$ cat config.mk
export PLATFORM = sky130hd
export DESIGN_NAME = sat_counter
export DESIGN_NICKNAME = d
export VERILOG_FILES = /design/src/rtl/serial_parity_checker_sat_counter.sv
export SDC_FILE = /design/constraint.sdc
export NUM_CORES = 1
export LEC_CHECK = 0
export ABC_CLOCK_PERIOD_IN_PS = 1400
export BUFFER_PORTS_ARGS = -buffer_cell sky130_fd_sc_hd__buf_2
export CAP_MARGIN = 25
export CORE_AREA = 2 2 39 41
export CTS_CLUSTER_DIAMETER = 100
export DETAILED_ROUTE_END_ITERATION = 10
export DIE_AREA = 0 0 41 43
export PLACE_DENSITY = 0.54
export SLEW_MARGIN = 20
export SYNTH_ARGS = -nofsm -noshare
export SYNTH_HDL_FRONTEND = slang
export SYNTH_SLANG_ARGS = --single-unit
$ cat constraint.sdc
create_clock -name clk -period 1.4 [get_ports clk]
set_input_delay 0.21 -clock clk [delete_from_list [all_inputs] [get_ports clk]]
set_output_delay 0.21 -clock clk [all_outputs]
set_load 0.01 [all_outputs]
$ cat src/rtl/serial_parity_checker_sat_counter.sv
// Saturating up-counter with synchronous clear.
//   clk, rst : clock, synchronous active-high reset
//   inc      : count up by one, sticking at all-ones
//   clr      : clear; clr together with inc loads 1 so the event is kept
//   count_o  : current count
module sat_counter #(
  parameter int CNT_W = 8
) (
  input  logic             clk,
  input  logic             rst,
  input  logic             inc,
  input  logic             clr,
  output logic [CNT_W-1:0] count_o
);

  logic [CNT_W-1:0] count_q, count_d;

  always_comb begin
    // NOTE: every combinational output gets a default first, so no path
    // through the block leaves it unassigned and no latch is inferred.
    count_d = count_q;
    if (clr) begin
      count_d = inc ? CNT_W'(1) : '0;
    end else if (inc && (count_q != '1)) begin
      count_d = count_q + CNT_W'(1);
    end
  end

  always_ff @(posedge clk) begin
    // NOTE: sequential state uses non-blocking assignment so every flop
    // samples its inputs from before the edge, independent of block order.
    if (rst) count_q <= '0;
    else     count_q <= count_d;
  end

  assign count_o = count_q;

endmodule

== Word-level counts from Yosys, hierarchy flattened ==
Cells that the tools add are included.
Widths: inputs -> output; s select.
Operators by class
  equality and inequality tests: 1
  multiplexer cells: 3
  reductions and logical operators: 2
  add/subtract/negate cells: 1
Operators with widths (count)
  $mux 8: 2
  $add 8x1->8 const B: 1
  $ne 8x8->1 const B: 1
  $reduce_bool 2->1: 1
  $logic_and 1x1->1: 1
  $mux 1: 1
Storage, ports and cells
  flip-flop bits (word level): 8
  bits of input ports: 4
  output and inout bits: 8
  logic and storage cells: 8

== Depth between registers and ports, before layout ==
  word-level depth: 4
  gate-level depth with buffers: 4
  gate-level depth less buffers: 4

== Worst setup path before layout ==
OpenSTA, ideal clock, no wires.
  kind: reg2reg
  start point: reg count_q[0] (netlist: count_o[0])
  end point: reg count_q[1] (netlist: count_o[1])
  data required time: 1.328 ns
  path buffers: 0
  clock period less this slack: 1.281 ns
  setup slack: 0.119 ns
  setup time: 0.072 ns
  stages on the path, launching flop included: 5
  arrival: 1.210 ns
  path through: dfxtp_1 -> ha_1 -> and4_1 -> a31oi_1 -> mux2i_1
On the way
  word-level cells in the longest chain between the ends: 3
  elaborated cells between the ends (all ways): 6
  those cells by class: add/sub: 1; eq/ne: 1; mux: 2; reduce/logical: 2
RTL lines
  start: declaration: line 16  | logic [CNT_W-1:0] count_q, count_d;
  start signal: assignment: line 33  | else count_q <= count_d;
  $add 8x1->8 or $ne 8x8->1 (tied branches): line 25, 24
  $mux 8 or $logic_and 1x1->1 (tied branches): line 24  | end else if (inc && (count_q != '1)) begin
  $mux 8 or $reduce_bool 2->1 (tied branches)
Several ways; a longest one is shown, not always the timed one. The select of a mux whose other input is x is not followed.
A chain may end at the register's enable or synchronous reset.

== Final worst setup path ==
Same ends and word-level chain as after synthesis.

==> reports/metrics.cfg <==
[logic_synthesis]
synth.distinct_cells=25
synth_top_area_cell=sky130_fd_sc_hd__dfxtp_1
synthDominantCellAreaShare_pct=36.1
synth_enable_flop_cells=0
syn-instance-count=53
post_synth_design_cell_area_um2=444
syn_nets=58
postSynth.asyncResetShare_pct=0
synth.top_cells.by_area=sky130_fd_sc_hd__dfxtp_1 36%, sky130_fd_sc_hd__mux2i_1 6.8%, sky130_fd_sc_hd__a31oi_1 5.6%
synth.yosys.seq_area_share_pct=36.1
synth.ff_latch_count=8
synthesis.area_per_instance_um2=8.38
synthesis.yosys.warnings=0
dominantRegCellSynth=sky130_fd_sc_hd__dfxtp_1

[routing]
dr.first_iter.drc_count=13
post-route-drc-count=0
route.top_layer_used=met4
ant_nets=0
met3WireLength_um=66
route.layer.met1.wl_um=547
detailroute.via_count=499
vias_per_cell=5.61
avgRoutedWirePerCell_um=12.8
drt-pass1-iter-count=4
route.met2.wl_um=499
drt-total-wl_mm=1.14

[grt]
grt_antenna_before_repair=0
track_usage_pct=17.0
grt_max_degree=9
vias_in_the_first_global_route=440
grt_first_pass_wirelength_mm=1.94
grt_overflow_total=0

[critical_path]
kind_of_critical_path=flip-flop to flip-flop
cpMaxStageDelayCell=sky130_fd_sc_hd__dfxtp_1
reg2reg_start=count_o[0]$_SDFFE_PP0P_
reg2reg_slack_ns=0.11
path_max_fanout=7
r2r_cells=4
start_kind=flip-flop
critPathLaunch=count_o[0]$_SDFFE_PP0P_
critPathRequiredTime_ns=1.59
critical-path-top-delay-family=flip-flops
number_of_cells_on_the_critical_path=4
arrival_ns=1.48
endpoint_kind=flip-flop
timing.critical_path.cells=ha_2 > and4_1 > a31oi_2 > mux2i_1
critPathBufInv=0
worst_path_largest_cell_delay_ns=0.34
crit_end=count_o[1]$_SDFFE_PP0P_
worst_r2r_endpoint=count_o[1]$_SDFFE_PP0P_

[sta]
worst_slew_margin_pct=78.2
layout_min_cycle_time_ns=1.29
finalMaxSlewViolations=0
period_share_pct=92.2
setup_repair_after_global_routing_missed_its_margin=false
fin_worst_skew_ns=0.00975
timing.final.ws_setup_ns=0.110
finalSetupViolations=0
highest_clock_rate_mhz=775
worst_pin_slew_ns=0.327
report.final.hold_viol_count=0
setup_tns_ns=0

[pwr]
peakVddDrop_mv=0.412
leakagePower_nw=0.265
power-per-cell-area_nw_per_um2=775

[place]
placedCellCount=86
dpl_cell_area_um2=564
port-buffer-count=11
gpl.final_weighted_congestion=0.795
dpl_worst_slack_ns=0.0374
place_hpwl_um=856

[final_layout]
antenna-diode-count=0
finalInstanceArea_um2=596
final_common_cell=sky130_fd_sc_hd__buf_2
postLayoutCoreUtil_pct=43.0
finalNetCount=80
final_cell_mix=11 x sky130_fd_sc_hd__buf_2, 8 x sky130_fd_sc_hd__dfxtp_1, 7 x sky130_fd_sc_hd__buf_4
flow.area_growth_from_synthesis_pct=34.1
largest_reg_flops=8
final-instance-count-excl-fill=89
final_layout_size_suffix_gt1_share_pct=34.2

[clocking]
clock_transition_at_the_registers_of_the_reported_paths_ns=0.06
worst_skew_pair.late_latency_ns=0.26
numCtsBuffers=3
clock_tree.buffer_depth=2
cts_tree=yes
numClockSinks=8
cts_max_level=1
cts_root_buf=sky130_fd_sc_hd__clkbuf_4
post-cts-setup-buffer-count=0

[floorplanning]
fp.coreArea_um2=1380
chipWidth_um=41
die_h_um=43
rows=14
fp.dieArea_um2=1760
initial_utilization_pct=32.1
boundaryPins=12

[worst_hold_path]
min_path_type=input pin to flip-flop

[job]
cap_viol_max_count=0

[run_status]
run_status=finished clean

[cell type report]
class	count	area (um2)
inverters	4	15.0
well taps	16	20.0
flip-flops and latches	8	160
fillers	141	788
multi-input cells	40	270
clock buffers	3	22.5
repair buffers	18	108
[per-stage QoR]
step                hold slack [ns]  total power, mW
floorplan                     0.279            0.259
global placement              0.445            0.279
detailed placement            0.447            0.278
CTS                           0.177            0.463
global route                  0.178            0.489
finish                        0.182            0.462
[power by group]
| group | leakage [nW] | switching, mW | total (mW) | internal, mW |
|---|---|---|---|---|
| logic | 0.186 | 0.0211 | 0.0393 | 0.0183 |
| clock network | 0.0138 | 0.0887 | 0.188 | 0.0988 |
| registers | 0.0648 | 0.00395 | 0.235 | 0.231 |
| total | 0.265 | 0.114 | 0.462 | 0.348 |
[cells in the mapped netlist (all sizes together), types with 2 or more instances]
library cell	instances
nand4	3
a31oi	4
o21ai	2
mux2i	3
nand3	2
dfxtp	8
inv	4
and4	2
nor2	2
and3	2
a21oi	4
nand2	5
[routing by layer]
metal  vias to the layer above  global-route usage (%)
li1                        248                       -
met1                       225                    23.1
met2                        20                    21.3
met3                         6                    6.28
met4                         0                    12.0
met5                         -                       0
[kinds of logic (layout without fill, tap and decap cells)]
logic type	Yosys count	in the layout	share of synthesized area, %
buffers and inverters	5	25	5.07
DFF	8	8	36.1
AOI/OAI and AO/OA	15	15	22.3
and+or+nand+nor	21	21	27.1
muxes	3	3	6.76
adders and majority gates	1	1	2.82
[worst reg2reg max path, cell delays in order (launching register included)]
cell,delay [ns]
sky130_fd_sc_hd__dfxtp_1,0.34
sky130_fd_sc_hd__ha_2,0.24
sky130_fd_sc_hd__and4_1,0.25
sky130_fd_sc_hd__a31oi_2,0.22
sky130_fd_sc_hd__mux2i_1,0.19
[worst min path at each step]
stage | depth (start not counted) | to | from
after floorplan | 1 | count_o[0]$_SDFFE_PP0P_ | rst
after global placement | 2 | count_o[0]$_SDFFE_PP0P_ | rst
after detailed placement | 2 | count_o[0]$_SDFFE_PP0P_ | rst
after CTS | 2 | count_o[2]$_SDFFE_PP0P_ | rst
after global routing | 2 | count_o[0]$_SDFFE_PP0P_ | rst
final | 2 | count_o[2]$_SDFFE_PP0P_ | rst
[timing repair]
action,4_1_cts,5_1_grt
endpoints found under the setup margin,0,3
hold buffers,0,0
resized for setup,0,2
Power figures use the tool's default switching activity.
